$ cat src/rtl/ovi_issue_ctrl.sv
// ovi_issue_ctrl: issue scheduler between the SweRV core and the OVI vector unit.
// Allocates scoreboard ids, meters issue against VPU credits, drives a registered
// OVI issue beat and returns VPU completions to the core one cycle later.

`ifndef OVI_INSTR_WIDTH
`define OVI_INSTR_WIDTH 32
`endif
`ifndef OVI_SCALAROPND_WIDTH
`define OVI_SCALAROPND_WIDTH 32
`endif
`ifndef OVI_SBID_WIDTH
`define OVI_SBID_WIDTH 5
`endif
`ifndef OVI_VL_WIDTH
`define OVI_VL_WIDTH 15
`endif
`ifndef OVI_VSTART_WIDTH
`define OVI_VSTART_WIDTH 14
`endif
`ifndef OVI_SEW_WIDTH
`define OVI_SEW_WIDTH 3
`endif
`ifndef OVI_DATA_WIDTH
`define OVI_DATA_WIDTH 32
`endif

module ovi_issue_ctrl #(
    parameter int unsigned CREDITS         = 4,
    parameter int unsigned MAX_OUTSTANDING = 8
) (
    input  logic                              clk,
    input  logic                              rst_l,
    input  logic [`OVI_INSTR_WIDTH-1:0]       core_instr,
    input  logic [`OVI_VL_WIDTH-1:0]          core_vl,
    input  logic [`OVI_SEW_WIDTH-1:0]         core_sew,
    input  logic [`OVI_SCALAROPND_WIDTH-1:0]  core_scalar,
    input  logic                              core_valid,
    output logic                              core_ready,
    input  logic [1:0]                        cfg_vlmul,
    input  logic [2:0]                        cfg_frm,
    input  logic [1:0]                        cfg_vxrm,
    output logic [`OVI_INSTR_WIDTH-1:0]       vpu_instr,
    output logic [`OVI_SCALAROPND_WIDTH-1:0]  vpu_scalar_opnd,
    output logic [`OVI_SBID_WIDTH-1:0]        vpu_sb_id,
    output logic [`OVI_SEW_WIDTH-1:0]         vpu_vsew,
    output logic [1:0]                        vpu_vlmul,
    output logic [2:0]                        vpu_frm,
    output logic [1:0]                        vpu_vxrm,
    output logic [`OVI_VL_WIDTH-1:0]          vpu_vl,
    output logic [`OVI_VSTART_WIDTH-1:0]      vpu_vstart,
    output logic                              vpu_vill,
    output logic                              vpu_valid,
    input  logic                              vpu_credit,
    input  logic                              cmp_valid,
    input  logic [`OVI_SBID_WIDTH-1:0]        cmp_sb_id,
    input  logic [`OVI_SCALAROPND_WIDTH-1:0]  cmp_dest_reg,
    input  logic                              cmp_illegal,
    output logic [`OVI_DATA_WIDTH-1:0]        core_cmp_data,
    output logic                              core_cmp_valid,
    output logic                              core_cmp_illegal,
    output logic [1:0]                        err_sticky
);

    localparam int unsigned NUM_IDS = 1 << `OVI_SBID_WIDTH;
    localparam int unsigned CNT_W   = $clog2(CREDITS + 1);
    localparam int unsigned OUT_W   = $clog2(MAX_OUTSTANDING + 1);

    logic [CNT_W-1:0]           cnt;
    logic [NUM_IDS-1:0]         busy;
    logic [OUT_W-1:0]           out_cnt;
    logic [`OVI_SBID_WIDTH-1:0] next_id;
    logic                       accept;
    logic                       cmp_hit;
    logic                       cmp_miss;

    // Issue is allowed only with a credit, room in the outstanding cap and a free next id.
    assign core_ready = rst_l && (cnt != '0) && (32'(out_cnt) < MAX_OUTSTANDING) && !busy[next_id];
    assign accept     = core_valid && core_ready;
    assign cmp_hit    = cmp_valid && busy[cmp_sb_id];
    assign cmp_miss   = cmp_valid && !busy[cmp_sb_id];

    // Credit pool and sticky error flags.
    always_ff @(posedge clk) begin
        if (!rst_l) begin
            cnt        <= CNT_W'(CREDITS);
            err_sticky <= '0;
        end else begin
            if (cmp_miss)
                err_sticky[0] <= 1'b1;
            if (accept && !vpu_credit) begin
                cnt <= cnt - CNT_W'(1);
            end else if (vpu_credit && !accept) begin
                if (32'(cnt) == CREDITS)
                    err_sticky[1] <= 1'b1;
                else
                    cnt <= cnt + CNT_W'(1);
            end
        end
    end

    // Scoreboard: busy bitmap, outstanding count and id allocation pointer.
    // An accept and a hit never touch the same bit: accept needs next_id free, a hit needs it busy.
    always_ff @(posedge clk) begin
        if (!rst_l) begin
            busy    <= '0;
            out_cnt <= '0;
            next_id <= '0;
        end else begin
            if (cmp_hit)
                busy[cmp_sb_id] <= 1'b0;
            if (accept) begin
                busy[next_id] <= 1'b1;
                next_id       <= next_id + `OVI_SBID_WIDTH'(1);
            end
            if (accept && !cmp_hit)
                out_cnt <= out_cnt + OUT_W'(1);
            else if (cmp_hit && !accept)
                out_cnt <= out_cnt - OUT_W'(1);
        end
    end

    // Registered OVI issue beat; payload holds between beats.
    always_ff @(posedge clk) begin
        if (!rst_l) begin
            vpu_valid       <= 1'b0;
            vpu_instr       <= '0;
            vpu_scalar_opnd <= '0;
            vpu_sb_id       <= '0;
            vpu_vsew        <= '0;
            vpu_vlmul       <= '0;
            vpu_frm         <= '0;
            vpu_vxrm        <= '0;
            vpu_vl          <= '0;
            vpu_vstart      <= '0;
            vpu_vill        <= 1'b0;
        end else begin
            vpu_valid <= accept;
            if (accept) begin
                vpu_instr       <= core_instr;
                vpu_scalar_opnd <= core_scalar;
                vpu_sb_id       <= next_id;
                vpu_vsew        <= core_sew;
                vpu_vlmul       <= cfg_vlmul;
                vpu_frm         <= cfg_frm;
                vpu_vxrm        <= cfg_vxrm;
                vpu_vl          <= core_vl;
                vpu_vstart      <= '0;
                vpu_vill        <= (32'(core_sew) > 3);
            end
        end
    end

    // Completion return to the core, one cycle after a completion for a busy id.
    always_ff @(posedge clk) begin
        if (!rst_l) begin
            core_cmp_valid   <= 1'b0;
            core_cmp_illegal <= 1'b0;
            core_cmp_data    <= '0;
        end else begin
            core_cmp_valid   <= cmp_hit;
            core_cmp_illegal <= cmp_hit && cmp_illegal;
            if (cmp_hit)
                core_cmp_data <= `OVI_DATA_WIDTH'(cmp_dest_reg);
        end
    end

endmodule

$ cat config.mk
export PLATFORM = sky130hd
export DESIGN_NAME = ovi_issue_ctrl
export DESIGN_NICKNAME = d
export VERILOG_FILES = /design/src/rtl/ovi_issue_ctrl.sv
export SDC_FILE = /design/constraint.sdc
export NUM_CORES = 1
export LEC_CHECK = 0
export ABC_AREA = 0
export CORE_UTILIZATION = 30
export CTS_CLUSTER_DIAMETER = 60
export CTS_CLUSTER_SIZE = 14
export DETAILED_ROUTE_END_ITERATION = 6
export PLACE_DENSITY_LB_ADDON = 0.05
export SYNTH_ARGS = -nofsm -noshare
export SYNTH_HDL_FRONTEND = slang
export SYNTH_SLANG_ARGS = --single-unit
export TNS_END_PERCENT = 20
$ cat constraint.sdc
create_clock -name clk -period 3.7 [get_ports clk]
set_input_delay 0.37 -clock clk [delete_from_list [all_inputs] [get_ports clk]]
set_output_delay 0.37 -clock clk [all_outputs]
set_load 0.01 [all_outputs]
==> impl_metrics.tcl, run 1 <==
set metrics [dict create \
    globalplace.congestion 0.8378 \
    layout.cells.non_filler 1487 \
    stdcell_area_mm2 0.01118 \
    cts-root-buf "clkbuf_16" \
    grt_pass1_vias 6869 \
    required_ps 3330 \
    final_common_cell "clkdlybuf4s50_1" \
    grt_max_degree 181 \
    finalWorstSetupSlack_ps 228.4 \
    critPathCaptureType "output port" \
    grt_overflow_total 0 \
    path_cells "mux4_2 > a22oi_1 > nand4_1 > nor4_4 > buf_4 > clkdlybuf4s50_1" \
    startpoint_type "flip-flop" \
    slew_violations 0 \
    dp_cells 1454 \
    slew_headroom 0.2399 \
    synth_ff_type "dfxtp_1" \
    clk_latency_ps 430 \
    drc 0 \
    status "completed" \
    grt_pass1_wl_um 38280 \
    maxCapViolations 0 \
    critPathTopFamily "buffers and inverters" \
    drtAntennaViolNets 0 \
    rsz0062_at_grt "false" \
    mostFrequentLayoutCells "clkdlybuf4s50_1, nand2_1, dfxtp_1, o21ai_0, nand3_1" \
    start_util 0.3047 \
    period_share 0.9383 \
    num_io_pins 279 \
    viasPerCell 4.812 \
    final_hold_viol_count 0 \
    wire_per_inst_um 16.09 \
    path_clk_slew_ps 70 \
    cts_buffer_depth 2 \
    core_area_mm2 0.02511 \
    power.density_mw_per_mm2 558.3 \
    drive_above_1_share 0.09516 \
    cts_tree "yes" \
    ff_latch_area_mm2 0.003525 \
    die_y_um 161.7 \
    syn_avg_cell_area_um2 8.426 \
    syn_inst 908 \
    die_area_mm2 0.02615 \
    leakage_nw 4.067 \
    area_growth_pct 46.16 \
    worstPathMaxFanout 28 \
    hold_class "reg -> reg" \
    nNetsFinal 1286 \
    critical_path.n_buffers_inverters 2 \
    route.vias.total 7155 \
    tns_ps 0 \
    ys_ff_latch 176 \
    ys_warn_count 0 \
    multi_input_area_mm2 0.003636 \
    drtIter0Drc 462 \
    path_class "reg -> out" \
    slowest_delay_ps 600 \
    netlist_area_mm2 0.007651 \
    seq_area_frac_synth 0.4605 \
    tightestPinTransition_ps 1140 \
    async_reset_ff_frac 0 \
    grt_usage 0.1835 \
    fp-row-count 58 \
    setup_violations 0 \
    cts_sinks 176 \
    preCtsSetupSlack_ps -73.62 \
    crit_arrival_ps 3100 \
    synth_cell_types 55 \
    ir_worst_vdd_mv 0.2887 \
    die_x_um 161.7 \
    drtPass1Iterations 4 \
    finClkSkew_ps 11.72 \
    fmax_mhz 288.0 \
    placed_cell_area_mm2 0.01055 \
    drt-total-wl_um 23920 \
    period_minus_slack_ps 3472 \
    htree_levels 4 \
    antenna_found_initial 1 \
    post-dp-hpwl_um 15090 \
    portBuffers 264 \
    synth-edff-count 0 \
    cts_buffers 17 \
    crit_path_top_delay_cell "clkdlybuf4s50_1" \
    nFillCells 2544 \
]
-- flip-flops by register name, summed over array words and instances, names as in the netlist, 3 cells and up --
signal and cells:
vpu_scalar_opnd 32, vpu_vl 15, core_cmp_data 32, next_id 5, vpu_frm 3, vpu_vsew 3, cnt 3, busy 32
out_cnt 4, vpu_sb_id 5, vpu_instr 32
-- cell families after synthesis --
family,count (synthesis),share of synthesized area
compound gates,221,0.1810
xor+xnor,4,0.004580
fa+ha+maj,11,0.01995
buf+inv,110,0.07228
flops,176,0.4605
mux,31,0.05184
other cells,1,0.0004901
simple gates,354,0.2093
-- routing by layer --
metal	global-route usage	share of wire
met5	0	0
met4	0.04331	0.0093
met3	0.07789	0.093
met2	0.2731	0.44
met1	0.2440	0.45
-- power by group --
group          switching, W  leakage [nW]  internal (W)
Clock              0.000846         0.302       0.00109
Sequential         0.000186          1.44       0.00221
Combinational      0.000982          2.32      0.000929
-- path summary, 6_finish.rpt --
path | to | cells past startpoint | startpoint | slack [ps]
setup reg to reg | out_cnt[3] | 13 | next_id[0] | 350
setup / recovery | core_ready | 6 | next_id[0] | 230
hold reg to reg | core_cmp_data[11] | 2 | core_cmp_data[11] | 450
hold / removal | core_cmp_data[11] | 2 | core_cmp_data[11] | 450
-- stage by stage --
| step | hold slack (ps) | utilization | power [W] |
|---|---|---|---|
| 6_report | 453.2 | 0.4454 | 0.006243 |
| 5_1_grt | 475.6 | 0.4453 | 0.006627 |
| 4_1_cts | 458.9 | 0.4451 | 0.006344 |
| 3_5_place_dp | 449.1 | 0.4203 | 0.004368 |
| 3_3_place_gp | 441.1 | 0.4203 | 0.004378 |
| 2_1_floorplan | 461.5 | - | 0.003388 |
-- what timing repair did --
action | 4_1_cts | 5_1_grt
hold buffers | 0 | 0
gates resized for setup | 0 | 2
setup buffers | 0 | 0
endpoints found under the setup margin | 0 | 80
endpoints found under the hold margin | 0 | 0
-- worst register-to-register path, delay by kind of cell, from the launching register on --
| family | cells | cell delay, ps |
|---|---|---|
| and+or+nand+nor | 4 | 1020 |
| AOI/OAI and AO/OA | 4 | 670 |
| muxes | 1 | 560 |
| DFF | 1 | 460 |
| adders and majority gates | 2 | 420 |
| xor gates and xnor gates | 1 | 90 |
| buffers and inverters | 1 | 50 |
-- cell type report --
| type | count | share of cell area |
|---|---|---|
| multi-input cells | 635 | 0.3251 |
| flip-flops and latches | 176 | 0.3152 |
| repair buffers | 300 | 0.2626 |
| clock buffers | 18 | 0.03838 |
| well taps | 330 | 0.03692 |
| clock inverters | 14 | 0.01723 |
| inverters | 13 | 0.004363 |
| diodes | 1 | 0.0002238 |
-- cells in the mapped netlist, types with 2 or more instances --
master | n | share of area
a21boi_0 | 22 | 0.022
a21boi_1 | 11 | 0.011
a21oi_1 | 6 | 0.0039
a22oi_1 | 2 | 0.0020
a31o_2 | 17 | 0.019
a31oi_1 | 15 | 0.012
and2_1 | 6 | 0.0049
and3_1 | 4 | 0.0033
and3b_1 | 4 | 0.0046
buf_1 | 3 | 0.0015
buf_2 | 23 | 0.015
buf_4 | 18 | 0.018
buf_6 | 5 | 0.0074
clkbuf_1 | 43 | 0.021
clkbuf_2 | 5 | 0.0033
dfxtp_1 | 176 | 0.46
fa_1 | 2 | 0.0052
ha_1 | 9 | 0.015
inv_1 | 11 | 0.0054
inv_2 | 2 | 0.00098
mux2_2 | 9 | 0.013
mux2i_1 | 16 | 0.021
mux4_2 | 6 | 0.018
nand2_1 | 201 | 0.099
nand2b_1 | 3 | 0.0025
nand3_1 | 103 | 0.067
nand3b_1 | 2 | 0.0020
nor2_1 | 6 | 0.0029
nor2b_1 | 6 | 0.0049
nor3_1 | 4 | 0.0026
nor3b_1 | 6 | 0.0059
o21a_1 | 3 | 0.0029
o21ai_0 | 107 | 0.070
o21ai_1 | 8 | 0.0052
o22ai_1 | 4 | 0.0033
o311ai_0 | 17 | 0.019
or3_1 | 2 | 0.0016
or3b_2 | 2 | 0.0023
xnor2_1 | 3 | 0.0034
No activity file was read; power rests on OpenSTA's default activity.
==> run 2, diff against run 1 <==
- PLACE_DENSITY_LB_ADDON: 0.05 -> 0.2
==> run 2 against run 1 <==
Effect of this change: critical endpoint unchanged; maximum frequency fell by 0.43%; non-clock buffer count fell by 2; clock power fell by 5%; count of clock-buffer cells in the layout fell by 1; routed wire length rose by 1.1%; hold slack barely moved; register-to-register slack got worse by 20 ps.
==> impl_metrics.tcl, run 2 (synthesis results as in run 1) <==
set metrics [dict create \
    period_share 0.9423 \
    final_common_cell "clkdlybuf4s50_1" \
    cts_buffer_depth 2 \
    status "completed" \
    grt_pass1_vias 6959 \
    tns_ps 0 \
    multi_input_area_mm2 0.003636 \
    layout.cells.non_filler 1484 \
    period_minus_slack_ps 3486 \
    num_io_pins 279 \
    crit_path_top_delay_cell "dfxtp_1" \
    die_area_mm2 0.02615 \
    required_ps 3330 \
    power.density_mw_per_mm2 553.0 \
    leakage_nw 4.039 \
    critical_path.n_buffers_inverters 2 \
    cts-root-buf "clkbuf_16" \
    finalWorstSetupSlack_ps 213.5 \
    post-dp-hpwl_um 15650 \
    nNetsFinal 1284 \
    path_cells "mux4_2 > a22oi_1 > nand4_1 > nor4_4 > buf_8 > clkdlybuf4s50_1" \
    core_area_mm2 0.02511 \
    drc 0 \
    maxCapViolations 0 \
    startpoint_type "flip-flop" \
    final_hold_viol_count 0 \
    mostFrequentLayoutCells "clkdlybuf4s50_1, nand2_1, dfxtp_1, o21ai_0, nand3_1" \
    grt_max_degree 103 \
    grt_overflow_total 0 \
    cts_sinks 176 \
    crit_arrival_ps 3120 \
    rsz0062_at_grt "false" \
    cts_tree "yes" \
    finClkSkew_ps 12.63 \
    route.vias.total 7227 \
    globalplace.congestion 0.8748 \
    drive_above_1_share 0.09445 \
    critPathTopFamily "buffers and inverters" \
    tightestPinTransition_ps 1009 \
    path_clk_slew_ps 70 \
    drtPass1Iterations 4 \
    area_growth_pct 45.49 \
    slowest_delay_ps 620 \
    portBuffers 264 \
    preCtsSetupSlack_ps -77.79 \
    stdcell_area_mm2 0.01113 \
    setup_violations 0 \
    dp_cells 1452 \
    die_y_um 161.7 \
    wire_per_inst_um 16.30 \
    r2r_slack_ps 330 \
    ir_worst_vdd_mv 0.2386 \
    drt-total-wl_um 24190 \
    drtAntennaViolNets 0 \
    hold_class "reg -> reg" \
    die_x_um 161.7 \
    slew_headroom 0.3276 \
    nFillCells 2538 \
    fp-row-count 58 \
    viasPerCell 4.870 \
    start_util 0.3047 \
    grt_usage 0.1842 \
    placed_cell_area_mm2 0.01053 \
    drtIter0Drc 547 \
    hold_ws_ps 452.7 \
    diodes 0 \
    antenna_found_initial 0 \
    critPathCaptureType "output port" \
    clk_latency_ps 430 \
    worstPathMaxFanout 50 \
    grt_pass1_wl_um 38320 \
    slew_violations 0 \
    fmax_mhz 286.8 \
    htree_levels 4 \
    path_class "reg -> out" \
    cts_buffers 17 \
    ff_latch_area_mm2 0.003525 \
]
run 2: worst reg2reg max path, cell delays in order, from the launching register on:
cell and delay (ps):
dfxtp_1 620, mux4_2 380, a22oi_1 200, nand4_1 160
nor4_4 360, and2_4 200, ha_1 160, inv_1 60
ha_1 260, a21o_1 180, a21oi_1 170, xnor2_1 90
or3_1 300, a21boi_0 160
run 2: timing repair:
action                                  4_1_cts  5_1_grt
endpoints found under the setup margin        1        3
hold buffers                                  0        0
buffers inserted                              0        0
resized for setup                             1        3
run 2: stage by stage:
stage          power, W  utilization
6_report       0.006156       0.4433
5_1_grt        0.006523       0.4433
4_1_cts        0.006250       0.4431
3_5_place_dp   0.004345       0.4192
3_3_place_gp   0.004343       0.4192
2_1_floorplan  0.003388            -
run 2: per-layer routing:
layer,global-route usage,vias up,share of wire
met3,0.07406,14,0.093
li1,-,3588,-
met2,0.2857,264,0.45
met5,0,-,0
met1,0.2374,3361,0.45
met4,0.04545,0,0.0093
run 2: worst paths after layout:
| check | start | end | cells past startpoint |
|---|---|---|---|
| setup / recovery | next_id[1] | core_ready | 6 |
| hold / removal | core_cmp_data[7] | core_cmp_data[7] | 2 |
| setup reg to reg | next_id[1] | out_cnt[3] | 13 |
| hold reg to reg | core_cmp_data[7] | core_cmp_data[7] | 2 |
run 2: final cells by class:
class | count | area share
inverters | 13 | 0.004384
clock inverters | 15 | 0.01540
well taps | 330 | 0.03709
repair buffers | 298 | 0.2617
clock buffers | 17 | 0.03822
flip-flops and latches | 176 | 0.3166
multi-input cells | 635 | 0.3266
run 2: power breakdown:
part | internal (W) | total, W | switching (W)
Combinational | 0.000931 | 0.00190 | 0.000970
Clock | 0.000968 | 0.00185 | 0.000886
Sequential | 0.00221 | 0.00240 | 0.000192
Total | 0.00411 | 0.00616 | 0.00205
